`config.mk`:
```
export PLATFORM = sky130hd
export DESIGN_NAME = multimode_ring_counter
export DESIGN_NICKNAME = d
export VERILOG_FILES = /design/src/rtl/ring_counter_pkg.sv /design/src/rtl/ring_state_check.sv /design/src/rtl/multimode_ring_counter.sv
export SDC_FILE = /design/constraint.sdc
export NUM_CORES = 1
export LEC_CHECK = 0
export CAP_MARGIN = 40
export CORE_AREA = 10 10 47 49
export CTS_CLUSTER_SIZE = 10
export DETAILED_ROUTE_END_ITERATION = 8
export DIE_AREA = 0 0 57 59
export PLACE_DENSITY_LB_ADDON = 0.3
export SLEW_MARGIN = 40
export SYNTH_ARGS = -nofsm -noshare
export SYNTH_HDL_FRONTEND = slang
export SYNTH_SLANG_ARGS = --single-unit
```
`constraint.sdc`:
```
create_clock -name clk -period 1.65 [get_ports clk]
set_input_delay 0.2475 -clock clk [delete_from_list [all_inputs] [get_ports clk]]
set_output_delay 0.2475 -clock clk [all_outputs]
set_load 0.05 [all_outputs]
```
`src/rtl/ring_counter_pkg.sv`:
```
// Shared constants for the multimode ring/Johnson counter.
// Mode and direction encodings used by the counter and its legality checker.
package ring_counter_pkg;

  localparam logic MODE_RING    = 1'b0;
  localparam logic MODE_JOHNSON = 1'b1;
  localparam logic DIR_RIGHT    = 1'b0;
  localparam logic DIR_LEFT     = 1'b1;

endpackage : ring_counter_pkg

```
`src/rtl/ring_state_check.sv`:
```
// Combinational legality detector for ring (one-hot) and Johnson (edge-anchored
// run of ones, including all-zeros and all-ones) counter states.
module ring_state_check
  import ring_counter_pkg::*;
#(
  parameter int WIDTH = 4
) (
  input  logic [WIDTH-1:0] state,
  input  logic             mode,
  output logic             legal
);

  localparam logic [WIDTH-1:0] ONES = '1;

  logic ring_legal;
  logic johnson_legal;

  assign ring_legal = (state != '0) && ((state & (state - 1'b1)) == '0);

  // A legal Johnson state is all-ones shifted fully or partly off either end.
  always_comb begin
    johnson_legal = 1'b0;
    for (int k = 0; k <= WIDTH; k++) begin
      if ((state == (ONES << k)) || (state == (ONES >> k))) begin
        johnson_legal = 1'b1;
      end
    end
  end

  assign legal = (mode == MODE_JOHNSON) ? johnson_legal : ring_legal;

endmodule : ring_state_check

```
`src/rtl/multimode_ring_counter.sv`:
```
// Ring / Johnson counter with direction control, parallel load and
// illegal-state detection with optional self-correction to the home value.
module multimode_ring_counter
  import ring_counter_pkg::*;
#(
  parameter int WIDTH        = 4,
  parameter bit SELF_CORRECT = 1'b1
) (
  input  logic             clk,
  input  logic             rst,
  input  logic             en,
  input  logic             mode,
  input  logic             dir,
  input  logic             load,
  input  logic [WIDTH-1:0] load_val,
  output logic [WIDTH-1:0] count,
  output logic             wrap,
  output logic             err
);

  logic [WIDTH-1:0] home;
  logic [WIDTH-1:0] step_val;
  logic             feed_right;
  logic             feed_left;
  logic             legal;

  assign home = (mode == MODE_JOHNSON) ? '0 : {{(WIDTH-1){1'b0}}, 1'b1};

  // Johnson mode inverts the bit wrapping around the end; ring mode passes it.
  assign feed_right = (mode == MODE_JOHNSON) ? ~count[0]       : count[0];
  assign feed_left  = (mode == MODE_JOHNSON) ? ~count[WIDTH-1] : count[WIDTH-1];

  assign step_val = (dir == DIR_LEFT) ? {count[WIDTH-2:0], feed_left}
                                      : {feed_right, count[WIDTH-1:1]};

  ring_state_check #(
    .WIDTH(WIDTH)
  ) u_check (
    .state(count),
    .mode (mode),
    .legal(legal)
  );

  always_ff @(posedge clk) begin
    if (rst) begin
      count <= home;
      wrap  <= 1'b0;
      err   <= 1'b0;
    end else if (load) begin
      count <= load_val;
      wrap  <= 1'b0;
      err   <= 1'b0;
    end else if (en) begin
      if (!legal) begin
        count <= SELF_CORRECT ? home : step_val;
        wrap  <= 1'b0;
        err   <= 1'b1;
      end else begin
        count <= step_val;
        wrap  <= (step_val == home);
        err   <= 1'b0;
      end
    end else begin
      wrap <= 1'b0;
      err  <= 1'b0;
    end
  end

endmodule : multimode_ring_counter

```
* Yosys cells after proc, flatten, opt, wreduce, memory -nomap -nowiden
Index checks and enable logic that the tools add are counted.
** Storage, ports and cells
- Input port bits :: 10
- Output and inout bits :: 6
- Register bits :: 6
** Operators by class
- Equal/unequal tests :: 8
- Bitwise operators :: 5
- Multiplexer cells :: 15
- Reduce and logical (&&, ||, !) cells :: 10
- Add/subtract/negate cells :: 1
** Operators by type and width (count)
- 4-bit two-way mux :: 5
- 4-bit == test, second input constant :: 4
- 1-bit two-way mux :: 10
- 4-bit logical NOT :: 2
- 4-bit bitwise AND :: 1
- 4-bit by 1-bit == test with 1-bit output :: 1
- 4-bit by 1-bit == test with 1-bit output, second input constant :: 1
- 4-bit by 2-bit == test with 1-bit output, second input constant :: 1
- 4-bit by 3-bit == test with 1-bit output, second input constant :: 1
- 1-bit inverter :: 4
- 4-bit nonzero test :: 1
- 4-bit OR reduction :: 1
- 4-bit by 1-bit subtractor with 4-bit output, second input constant :: 1
- 1-bit logical OR :: 3
- 3-bit nonzero test :: 1
- 3-bit OR reduction :: 1
- 1-bit logical AND :: 1

* Longest topological paths before layout
Gate-level depths: netlist of the first run.
- Word-level depth :: 11
- Gate-level depth with buffers :: 5
- Gate-level depth less buffers :: 4

* By module
Synthesis of the first run repeated with hierarchy kept, for this count alone.
** Second synthesis, totals
- Cells, all modules :: 51
- Area total of the unflattened synthesis :: 440.4 um2
** Modules (own cells, without submodules)
- multimode_ring_counter :: times used 1, sequential area each 160.2 um2, cells each 40, area each 366.6 um2
- ring_state_check :: times used 1, sequential area each 0.0 um2, cells each 11, area each 73.8 um2

* Worst setup path before layout of the first run
OpenSTA, ideal clock, no wires.
- Path type :: reg-to-reg
- From :: reg count[0]
- To :: reg count[0] (data pin)
- Setup slack :: -0.218 ns
- Setup time :: 0.262 ns
- Required time :: 1.388 ns
- Period minus slack after synthesis :: 1.868 ns
- Data arrival time :: 1.605 ns
- Stages on the path, launching flop included :: 6
- Cells stage by stage :: edfxtp_1 > buf_6 > inv_4 > or4_1 > a31oi_1 > o22ai_1
** Between the ends
- Longest elaborated chain between the ends :: 11
- Elaborated cells between the ends (all ways) :: 26
** RTL lines
- start: declaration :: RTL line multimode_ring_counter.sv:16 : output logic [WIDTH-1:0] count,
- start signal: assignment :: RTL line multimode_ring_counter.sv:46 : count <= home;
- start signal: assignment :: RTL line multimode_ring_counter.sv:50 : count <= load_val;
- start signal: assignment :: RTL line multimode_ring_counter.sv:55 : count <= SELF_CORRECT ? home : step_val;
- 4-bit == test / 4-bit by 3-bit == test with 1-bit output (equally long branches) :: RTL line ring_state_check.sv:24 : if ((state == (ONES << k)) || (state == (ONES >> k))) begin
- 1-bit two-way mux / 1-bit logical OR (equally long branches) :: RTL line ring_state_check.sv:24
- 1-bit two-way mux (4 in a row) :: RTL line ring_state_check.sv:24
- 1-bit two-way mux (*) :: RTL line ring_state_check.sv:30 : assign legal = (mode == MODE_JOHNSON) ? johnson_legal : ring_legal;
- 4-bit two-way mux (*) :: RTL line multimode_ring_counter.sv:54 : if (!legal) begin
- 4-bit two-way mux (*) :: RTL line multimode_ring_counter.sv:53 : end else if (en) begin
- 4-bit two-way mux (*) :: RTL line multimode_ring_counter.sv:49 : end else if (load) begin
- 4-bit two-way mux (*) :: RTL line multimode_ring_counter.sv:45 : if (rst) begin
Mark *: on every way between the ends. The rest lies on a longest branch, timed or not. The select of a mux whose other input is x is not followed.
A chain may end at the register's enable or synchronous reset.

* Worst setup path after layout of the first run
- From :: reg count[3]
- To :: reg count[2] (data pin)
** Between the ends
- Longest elaborated chain between the ends :: 11
- Elaborated cells between the ends (all ways) :: 27
** RTL lines (RTL line)
- 4-bit == test / 4-bit by 3-bit == test with 1-bit output (equally long branches) :: ring_state_check.sv:24
- 1-bit two-way mux / 1-bit logical OR (equally long branches) :: ring_state_check.sv:24
- 1-bit two-way mux (4 in a row) :: ring_state_check.sv:24
- 1-bit two-way mux :: ring_state_check.sv:30
- 4-bit two-way mux (*) :: multimode_ring_counter.sv:54
- 4-bit two-way mux (*) :: multimode_ring_counter.sv:53
- 4-bit two-way mux (*) :: multimode_ring_counter.sv:49
- 4-bit two-way mux (*) :: multimode_ring_counter.sv:45
Marked as above.

==> results of run 1 <==
## tightest hold or removal path, stage by stage
cell and delay (ns):
clkdlybuf4s50_1 0.42, nand3_1 0.14, nor3_2 0.05
## cells in the mapped netlist, types with 2 or more instances
cell,number,share of area [%]
buf_2,4,3.6
nor2_1,5,3.4
dfxtp_1,2,7.2
buf_6,2,4.1
nor4b_1,2,3.2
a31oi_1,4,4.5
nand2b_1,3,3.4
xor2_1,2,3.2
mux2i_1,3,5.4
edfxtp_1,4,22
a32o_1,3,5.4
o21ai_0,2,1.8
inv_1,4,2.7
## per-layer routing
| layer | routed length [µm] | up-vias |
|---|---|---|
| met5 | 0 | - |
| met4 | 20 | 0 |
| met3 | 92 | 6 |
| met2 | 844 | 21 |
| met1 | 619 | 255 |
| li1 | - | 285 |
## area by class of cell
| type | instances | area (µm²) | share of cell area [%] |
|---|---|---|---|
| timing repair buffer | 28 | 283 | 33.0 |
| inverter | 5 | 21.3 | 2.48 |
| tap | 16 | 20.0 | 2.34 |
| clock buffer | 4 | 26.3 | 3.07 |
| multi-input combinational | 44 | 347 | 40.4 |
| sequential | 6 | 160 | 18.7 |
## final timing paths
kind	startpoint	endpoint	slack (ns)
worst max-delay path	count[3]	count[2]	0.09
worst max register to register	count[3]	count[2]	0.09
worst min register to register	count[2]	wrap	0.74
worst min-delay path	en	wrap	0.65
## sequential cells by signal (all words and copies together) (netlist names)
signal / count
wrap: 1
err: 1
count: 4
## repair_timing
item                       CTS  global route
setup endpoints to repair    0             3
setup buffers                0             0
resized for setup            0             3
hold buffers                 0             0
## power groups by stage
stage	Sequential (mW)	Clock, mW	Combinational (mW)
2_1_floorplan	0.231	0	0.135
3_3_place_gp	0.197	0	0.292
3_5_place_dp	0.196	0	0.298
4_1_cts	0.193	0.155	0.299
5_1_grt	0.197	0.166	0.324
6_report	0.195	0.152	0.304
## metrics by stage
| stage | util, % | setup TNS, ns | total power [mW] | hold slack, ns | worst slack, ns |
|---|---|---|---|---|---|
| finish | 61.2 | 0 | 0.650 | 0.649 | 0.0916 |
| floorplan | - | -0.716 | 0.366 | 0.425 | -0.185 |
| CTS | 60.0 | 0 | 0.648 | 0.648 | 0.0385 |
| detailed placement | 58.1 | -0.696 | 0.494 | 0.707 | -0.196 |
| global placement | 58.1 | -0.511 | 0.489 | 0.706 | -0.166 |
| global route | 61.2 | -0.0204 | 0.687 | 0.669 | -0.00992 |
## logic make-up (layout without fill, tap and decap cells)
logic type	Yosys count	after routing	synth area share [%]
buf+inv	11	37	11.5
xor+xnor	2	2	3.16
mux	4	4	7.45
compound gates	18	18	26.2
flops	6	6	28.9
simple gates	20	20	22.8
## cell usage in the layout, fill, tap and decap left out, types with 2 or more instances in the layout
master,synthesis,routed
buf_12,0,4
a31oi_1,4,4
a311oi_2,1,2
clkbuf_4,0,3
clkdlybuf4s50_1,0,9
dfxtp_1,2,2
mux2i_1,3,3
o21ai_0,2,2
a32o_1,3,3
inv_1,4,4
nand2b_1,3,3
nor2_1,5,5
xor2_1,2,2
edfxtp_1,4,4
buf_4,0,15
==> results.json, run 1 <==
{
  "outcome": "finished, final reports clean",
  "p_leak_nw": 0.338,
  "met1_usage_pct": 9.44,
  "fillers": 135,
  "avgSynthCellArea_um2": 9.09,
  "grt_pass1_vias": 594,
  "cts_root_buf": "clkbuf_4",
  "cp_slowest_cell": "edfxtp_1",
  "layout-drive-gt1-share_pct": 35.6,
  "netlist_instances": 61,
  "wl_um": 1580,
  "synth_fp_nets": 71,
  "ioPinCount": 16,
  "synthArstFlopShare_pct": 0,
  "drc": 0,
  "ir_drop_mv": 0.605,
  "ys.flop_type": "edfxtp_1",
  "final_area_um2": 857,
  "p_int_mw": 0.420,
  "use_met3_pct": 3.00,
  "ys_ff_latch": 6,
  "grt_max_degree": 12,
  "cp_num_cells": 5,
  "hpwl_um": 1280,
  "cts_buffers": 3,
  "grt_pass1_wl_um": 2620,
  "p_clk_share_pct": 23.3,
  "grt_overflow": 0,
  "diodes": 0,
  "global_route.usage.met2_pct": 17.7,
  "area_growth_pct": 54.6,
  "port-buffer-count": 15,
  "seq_power_share_pct": 30.0,
  "core_area_um2": 1400,
  "dr.first_iter.drc_count": 11,
  "dr.pass1.iters": 4,
  "syn_area_um2": 554,
  "crit_path_start_kind": "flop",
  "antenna_found_initial": 0,
  "synth.distinct_cells": 34,
  "antenna_left": 0,
  "skew_ns": 0.00159,
  "yosysWarningCount": 0,
  "clockBufferDepth": 2,
  "final_nets": 98,
  "clkTransAtPathRegs_ns": 0.05,
  "synth-edff-count": 4,
  "htreeDepth": 1,
  "rows": 14,
  "vias_per_cell": 5.50,
  "cts.sinks": 6,
  "fmax_ghz": 0.642,
  "timing.critical_path.fanout_max": 8,
  "hold_viol": 0,
  "power_frac_comb_pct": 46.7,
  "place_area_um2": 815,
  "min_period_ns": 1.56,
  "setup_viol": 0,
  "grt-busiest-layer": "met2",
  "critPathMaxStageDelay_ns": 0.50,
  "clkLatencyLatePin_ns": 0.25,
  "relSlewSlack_pct": 80.8,
  "critPathKind": "reg -> reg",
  "dp_cells": 99,
  "worst_pin_slew_ns": 0.288,
  "die-area_um2": 3360,
  "power_density_nw_per_um2": 759,
  "gp_congestion": 0.779,
  "vias": 567,
  "slew_viol_final": 0,
  "grt_use_total_pct": 9.48,
  "final_cells": 103,
  "cts_tree": "built",
  "path_cells": "buf_4 -> nor3b_2 -> o21ai_2 -> a211oi_2 -> a32o_1",
  "fp.dieW_um": 57,
  "sw_frac_of_total_pct": 35.4,
  "yosysSeqAreaShare_pct": 28.9,
  "arrival_ns": 1.68,
  "die_h_um": 59,
  "cp.required_ns": 1.77,
  "fin_crit_sh_pct": 94.4,
  "min_path_cells": 3,
  "wl_per_cell_um": 15.3,
  "worst_setup_path_end_kind": "flop",
  "start_util_pct": 39.6,
  "crit_buf_inv": 1,
  "hp-class": "in -> reg",
  "power_switching_mw": 0.230,
  "r2r_cells": 5,
  "drv_cap": 0,
  "crit_family": "compound AO/OA/AOI/OAI gates"
}
Note: power is estimated with default switching activity, not from simulation.
==> inputs of run 2 (changes only) <==
--- a/config.mk
+++ b/config.mk
@@ -7,7 +7,6 @@
 export LEC_CHECK = 0
 export CAP_MARGIN = 40
 export CORE_AREA = 10 10 47 49
-export CTS_CLUSTER_SIZE = 10
 export DETAILED_ROUTE_END_ITERATION = 8
 export DIE_AREA = 0 0 57 59
 export PLACE_DENSITY_LB_ADDON = 0.3
==> results of run 2 <==
Same layout as run 1: the final DEF is identical, and so are final timing and power.
